===== config.mk =====
export PLATFORM = sky130hd
export DESIGN_NAME = yd_lsu
export DESIGN_NICKNAME = d
export VERILOG_FILES = /design/src/rtl/yd_pkg.sv /design/src/rtl/yd_lsu_timer.sv /design/src/rtl/yd_lsu.sv
export SDC_FILE = /design/constraint.sdc
export NUM_CORES = 1
export LEC_CHECK = 0
export CAP_MARGIN = 20
export CORE_UTILIZATION = 55
export DETAILED_ROUTE_END_ITERATION = 10
export DONT_BUFFER_PORTS = 1
export PLACE_DENSITY = 0.78
export REMOVE_ABC_BUFFERS = 1
export SLEW_MARGIN = 15
export SYNTH_ARGS = -nofsm -noshare
export SYNTH_HDL_FRONTEND = slang
export SYNTH_SLANG_ARGS = --single-unit

===== constraint.sdc =====
create_clock -name clk -period 1.5 [get_ports clk]
set_input_delay 0.45 -clock clk [delete_from_list [all_inputs] [get_ports clk]]
set_output_delay 0.45 -clock clk [all_outputs]
set_load 0.01 [all_outputs]

===== src/rtl/yd_pkg.sv =====
// Shared Yduck definitions: register-file address constants, LSU FSM encoding
// and default bus widths.
package yd_pkg;

    localparam int AW_DEF      = 16;
    localparam int DW_DEF      = 16;
    localparam int TIMEOUT_DEF = 16;

    localparam logic [3:0] ZEA = 4'd0;
    localparam logic [3:0] DKA = 4'd1;
    localparam logic [3:0] R0A = 4'd2;
    localparam logic [3:0] PCA = 4'd15;

    typedef enum logic [1:0] {
        ST_IDLE = 2'd0,
        ST_BUS  = 2'd1,
        ST_WB   = 2'd2
    } lsu_state_t;

endpackage


===== src/rtl/yd_lsu_timer.sv =====
// Saturating wait-state counter for the LSU; hit flags the last allowed
// BUS cycle before an abort. TIMEOUT=0 never hits.
module yd_lsu_timer #(
    parameter int TIMEOUT = 16
) (
    input  logic clk,
    input  logic rst_n,
    input  logic clr,
    input  logic inc,
    output logic hit
);

    localparam int CW = (TIMEOUT > 1) ? $clog2(TIMEOUT) : 1;

    logic [CW-1:0] count_reg;

    always_ff @(posedge clk) begin
        if (!rst_n || clr) begin
            count_reg <= '0;
        end else if (inc && (count_reg != {CW{1'b1}})) begin
            count_reg <= count_reg + 1'b1;
        end
    end

    assign hit = (TIMEOUT != 0) && (count_reg == CW'(TIMEOUT - 1));

endmodule


===== src/rtl/yd_lsu.sv =====
// Yduck load/store unit: one outstanding req/ack transfer to data memory,
// stalls the core via dsv and returns load data on register-file port 1.
module yd_lsu
    import yd_pkg::*;
#(
    parameter int AW      = AW_DEF,
    parameter int DW      = DW_DEF,
    parameter int TIMEOUT = TIMEOUT_DEF
) (
    input  logic          clk,
    input  logic          rst_n,
    input  logic          ld_req,
    input  logic          st_req,
    input  logic [AW-1:0] addr,
    input  logic [DW-1:0] st_data,
    input  logic [3:0]    ld_rd,
    output logic          dsv,
    output logic          we1,
    output logic [3:0]    waddr1,
    output logic [DW-1:0] din1,
    output logic          bus_req,
    output logic          bus_we,
    output logic [AW-1:0] bus_addr,
    output logic [DW-1:0] bus_wdata,
    input  logic          bus_ack,
    input  logic [DW-1:0] bus_rdata,
    output logic          bus_err
);

    lsu_state_t    state_reg, state_next;
    logic          is_store_reg;
    logic [3:0]    rd_reg;
    logic          bus_req_reg, bus_we_reg, bus_err_reg, we1_reg;
    logic [AW-1:0] bus_addr_reg;
    logic [DW-1:0] bus_wdata_reg, din1_reg;
    logic [3:0]    waddr1_reg;

    logic in_bus, accept, timer_hit, timeout_hit;

    assign in_bus      = (state_reg == ST_BUS);
    assign accept      = (state_reg == ST_IDLE) && (ld_req || st_req);
    assign timeout_hit = in_bus && !bus_ack && timer_hit;

    yd_lsu_timer #(.TIMEOUT(TIMEOUT)) u_timer (
        .clk   (clk),
        .rst_n (rst_n),
        .clr   (!in_bus),
        .inc   (in_bus && !bus_ack),
        .hit   (timer_hit)
    );

    // A load keeps the core stalled through its ack cycle so the PC advances
    // in the WB cycle instead; a store releases it on the ack itself.
    always_comb begin
        state_next = state_reg;
        dsv        = 1'b0;
        case (state_reg)
            ST_IDLE: begin
                if (accept) begin
                    state_next = ST_BUS;
                    dsv        = 1'b1;
                end
            end
            ST_BUS: begin
                dsv = !(bus_ack && is_store_reg) && !timeout_hit;
                if (bus_ack) begin
                    state_next = is_store_reg ? ST_IDLE : ST_WB;
                end else if (timeout_hit) begin
                    state_next = ST_IDLE;
                end
            end
            ST_WB:   state_next = ST_IDLE;
            default: state_next = ST_IDLE;
        endcase
    end

    always_ff @(posedge clk) begin
        if (!rst_n) begin
            state_reg     <= ST_IDLE;
            is_store_reg  <= 1'b0;
            rd_reg        <= '0;
            bus_req_reg   <= 1'b0;
            bus_we_reg    <= 1'b0;
            bus_addr_reg  <= '0;
            bus_wdata_reg <= '0;
            bus_err_reg   <= 1'b0;
            we1_reg       <= 1'b0;
            waddr1_reg    <= '0;
            din1_reg      <= '0;
        end else begin
            state_reg <= state_next;
            // Store wins when both requests arrive together.
            if (accept) begin
                is_store_reg  <= st_req;
                rd_reg        <= ld_rd;
                bus_addr_reg  <= addr;
                bus_wdata_reg <= st_data;
            end
            bus_req_reg <= (state_next == ST_BUS);
            bus_we_reg  <= (state_next == ST_BUS) && (accept ? st_req : is_store_reg);
            bus_err_reg <= timeout_hit;
            we1_reg     <= (state_next == ST_WB) && (rd_reg != PCA);
            if (in_bus && bus_ack && !is_store_reg) begin
                din1_reg   <= bus_rdata;
                waddr1_reg <= rd_reg;
            end
        end
    end

    assign bus_req   = bus_req_reg;
    assign bus_we    = bus_we_reg;
    assign bus_addr  = bus_addr_reg;
    assign bus_wdata = bus_wdata_reg;
    assign bus_err   = bus_err_reg;
    assign we1       = we1_reg;
    assign waddr1    = waddr1_reg;
    assign din1      = din1_reg;

endmodule

After elaboration in Yosys (flattened, before gate mapping)
Cells that the tools add are included.
{"block": "word_totals", "regBits": 67, "inputBits": 57, "out_inout_bits": 57, "elab_cells": 46}
{"block": "classes", "addsub": 1, "n_eq_ne": 6, "muxes": 8, "reduce_logical": 19}
{"op": "$logic_and 1x1->1", "n": 10}
{"op": "$mux 2", "n": 4}
{"op": "$ne 4x4->1 const B", "n": 2}
{"op": "$logic_not 1->1", "n": 6}
{"op": "$add 4x1->4 const B", "n": 1}
{"op": "$eq 2x1->1 const B", "n": 2}
{"op": "$eq 4x4->1 const B", "n": 1}
{"op": "$pmux 2 s2", "n": 1}
{"op": "$eq 2x2->1 const B", "n": 1}
{"op": "$logic_not 2->1", "n": 1}
{"op": "$logic_or 1x1->1", "n": 2}
{"op": "$mux 1", "n": 2}
{"op": "$pmux 1 s2", "n": 1}

Logic depth before layout (Yosys ltp)
{"block": "logic_depth", "word_depth": 8, "ltp_mapped": 5, "mapped_depth_nobuf": 4}

Hierarchy
Synthesis repeated with hierarchy kept, for this count alone.
{"block": "hier_totals", "hier_cells": 298, "hier_area_um2": 2633.8}
{"mod": "yd_lsu", "n_inst": 1, "cells_each": 275, "area_per_inst_um2": 2436.1, "seq_area_each_um2": 1261.2}
{"mod": "yd_lsu_timer", "n_inst": 1, "cells_each": 23, "area_per_inst_um2": 197.7, "seq_area_each_um2": 80.1}

Least setup slack after synthesis
OpenSTA, ideal clock, no wires.
{"block": "synth_timing", "kind": "input to output", "from": "input st_req", "to": "output dsv", "arrival_time_ps": 1026, "required_ps": 1050, "path_slack_ps": 24, "path_stages": 4, "n_path_buf": 1, "cell_sequence": "or2_1 > buf_4 > nand2_1 > nand3_1"}
{"block": "synth_via", "elab_chain_cells": 4}
{"element": "from (decl)", "line": "yd_lsu.sv:13", "rtl": "input logic st_req,"}
{"element": "$logic_or 1x1->1", "line": "yd_lsu.sv:41", "rtl": "assign accept = (state_reg == ST_IDLE) && (ld_req || st_req);"}
{"element": "$logic_and 1x1->1", "line": "yd_lsu.sv:41"}
{"element": "$mux 1", "line": "yd_lsu.sv:59", "rtl": "if (accept) begin"}
{"element": "$pmux 1 s2", "line": "yd_lsu.sv:57", "rtl": "case (state_reg)"}
{"element": "to (decl)", "line": "yd_lsu.sv:17", "rtl": "output logic dsv,"}
Every way passes these cells.

Worst setup path in the final report
{"block": "layout_timing", "from": "register state_reg[0]", "to": "output dsv"}
{"block": "layout_via", "elab_chain_cells": 6, "word_cells_on_any_way": 9, "cone_classes": "1 x eq/ne; 2 x mux; 6 x reduce/logical"}
{"element": "from (decl)", "line": "yd_lsu.sv:30", "rtl": "lsu_state_t state_reg, state_next;"}
{"element": "from (signal assigned)", "line": "yd_lsu.sv:91", "rtl": "state_reg <= state_next;"}
{"element": "$eq 2x1->1", "line": "yd_lsu.sv:40, yd_lsu.sv:57"}
{"element": "$logic_and 1x1->1 (2 in series)", "line": "yd_lsu.sv:42", "rtl": "assign timeout_hit = in_bus && !bus_ack && timer_hit;"}
{"element": "$logic_not 1->1", "line": "yd_lsu.sv:65", "rtl": "dsv = !(bus_ack && is_store_reg) && !timeout_hit;"}
{"element": "$logic_and 1x1->1", "line": "yd_lsu.sv:65"}
{"element": "$pmux 1 s2 (*)", "line": "yd_lsu.sv:57"}
Mark *: on every way between the ends. The rest lies on a longest branch, timed or not.

==> flow_summary.yaml <==
finish:
  fin_nets: 358
  fillCellCount: 408
  seq_area_um2: 1350
  drive_gt1_frac: 0.125
  antenna_cells: 0
  multi_input_area_um2: 1250
  area_growth_pct: 10.1
clocking:
  cts_root_buffer: "clkbuf_8"
  cts_sinks: 67
  cts_buffers: 9
  cts_max_level: 3
  cts_tree: "yes"
  hold_buffers: 0
  path_clk_slew_ps: 70
  cts.path.max_buffers: 2
  insertion_delay_ps: 320
timing:
  fin_crit_sh: 1.03
  slew_headroom: 0.741
  final_hold_viol_count: 0
  setup_violations: 1
  final_max_slew_viol_count: 0
  rsz0062_at_grt: "true"
  final.min_clock_period_ps: 1550
  clock.fmax_ghz: 0.646
  tightest_slew_ps: 388
  clock_skew_ps: 5.47
  timing.final.ws_setup_ps: -48.2
placed_design:
  dpl_worst_slack_ps: 103
  io_buffers: 0
  gp_congestion: 0.915
  place_hpwl_um: 3650
power_and_ir_drop:
  power.share.clock: 0.341
  peakVddDrop_mv: 0.578
  power_leakage_nw: 1.08
  power.share.combinational: 0.104
  power.total_mw: 3.63
  p_int_mw: 2.68
  power_density_nw_per_um2: 1230
  p_seq_frac: 0.555
  switchingPower_mw: 0.951
  switching_share: 0.262
run:
  max_cap_violations: 0
floorplan:
  core_um2: 4720
  die_x_um: 71.9
  start_util: 0.569
  die_h_um: 71.9
  dieArea_um2: 5170
  rows: 25
  pin_count: 114
detailed_routing:
  top_layer: "met4"
  met3WireLength_um: 483
  wl_met2_um: 2650
  num_vias: 2154
  finalWirelength_um: 5780
  dr.pass1.iters: 4
  routed_via_density: 5.81
  remaining_drc_errors: 0
  dr.first_iter.drc_count: 69
  post_drt_wl_per_cell_um: 15.6
  drt-met1-wl_um: 2550
  antenna_left: 0
global_route:
  grt_pass1_wl_um: 9270
  grt_antenna_before_repair: 0
  overflow: 0
  first_global_vias: 2047
  grt_max_degree: 63
  grt_use_total: 0.230
synthesis:
  yosysUniqueCellTypes: 33
  synth_edf_count: 0
  ys_seq_elements: 67
  yosysTopAreaCell: "dfxtp_1"
  ys_top_cells_by_count: "dfxtp_1, a21boi_1, nand2_1"
  synth_area_leaders: "dfxtp_1, a21boi_1, nand3_1"
  synthArstFlopShare: 0
  yosys_warnings: 0
  synth_top_area_frac: 0.499
  dominantRegCellSynth: "dfxtp_1"
  ys_seq_area_frac: 0.499
  syn_inst: 301
  synth_most_common_cell: "dfxtp_1"
  synth_area_um2: 2690
  avgSynthCellArea_um2: 8.93
worst_setup_path:
  cp_max_fo: 7
  critical_path_required_ps: 1050
  critPathKind: "flip-flop to output port"
  cp_data_arrival_time_ps: 1100
  r2r_slack_ps: 230
  end_kind: "output port"
  worst_setup_path_start_kind: "flip-flop"
run_status:
  violations: "negative setup slack"
  status: "finished, violations left"
worst_hold_path:
  hold_class: "input port to flip-flop"
-- power groups by stage --
stage	Sequential (mW)	Combinational (mW)	Clock [mW]
global placement	2.05	0.359	0
finish	2.01	0.378	1.24
CTS	2.01	0.380	1.28
global route	2.03	0.422	1.35
detailed placement	2.05	0.373	0
floorplan	2.03	0.269	0
-- logic make-up after synthesis --
logic type / Yosys count / synth area share
mux: 2 / 0.00745
compound gates: 101 / 0.248
flops: 67 / 0.499
fa+ha+maj: 1 / 0.00465
buf+inv: 27 / 0.0530
simple gates: 103 / 0.188
-- area by class of cell --
type                       instances  share of cell area
sequential                        67               0.457
multi-input combinational        207               0.421
clock buffer                      12              0.0490
timing repair buffer              13              0.0372
tap                               67              0.0283
clock inverter                     3             0.00507
inverter                           2             0.00254
-- critical path: stages (launching register included) --
cell	delay (ps)
dfxtp_4	380
nor3b_4	220
nand2_2	90
nand3_2	90
-- what timing repair did --
action | 4_1_cts | 5_1_grt
pin swaps | 2 | 0
gates resized for setup | 12 | 2
setup endpoints to repair | 1 | 1
buffers inserted | 3 | 0
-- stage by stage --
stage,utilization,hold slack [ps],TNS [ps],instance area [um^2],cells
3_5_place_dp,0.577,457,0,2730,353
4_1_cts,0.625,236,-52.0,2950,371
6_report,0.627,256,-48.2,2960,371
3_3_place_gp,0.577,450,0,2730,353
2_1_floorplan,-,438,-17020,2550,276
5_1_grt,0.627,242,-96.9,2960,371
-- path summary, 6_finish.rpt --
| path | start | to | depth (start not counted) |
|---|---|---|---|
| setup / recovery | state_reg[0]$_SDFF_PN0_ | dsv | 3 |
| hold / removal | bus_rdata[4] | din1[4]$_SDFFE_PN0P_ | 2 |
| setup reg to reg | state_reg[0]$_SDFF_PN0_ | bus_addr[1]$_SDFFE_PN0P_ | 4 |
| hold reg to reg | rd_reg[0]$_SDFFE_PN0P_ | waddr1[0]$_SDFFE_PN0P_ | 2 |
-- routing by layer --
metal	track usage	vias to the layer above
met5	0	-
met3	0.0750	11
met1	0.267	1000
met4	0.124	0
met2	0.379	87
li1	-	1056
-- placed cells by master, fill, tap and decap left out, drive strengths merged --
| cell | instances |
|---|---|
| o21ai | 37 |
| nand3 | 39 |
| or2 | 2 |
| nand4bb | 1 |
| dfxtp | 67 |
| nor4 | 1 |
| nor3b | 2 |
| a21boi | 60 |
| and4 | 1 |
| and3b | 1 |
| buf | 13 |
| inv | 2 |
| nor3 | 2 |
| a21oi | 1 |
| clkbuf | 12 |
| a211oi | 1 |
| nand2 | 46 |
| nand3b | 1 |
| and4bb | 1 |
| mux2i | 2 |
| nand2b | 1 |
| ha | 1 |
| clkinv | 3 |
| nor4bb | 1 |
| nor2 | 3 |
| o2111ai | 1 |
| nand4 | 1 |
| a41oi | 1 |
Power figures use the tool's default switching activity.
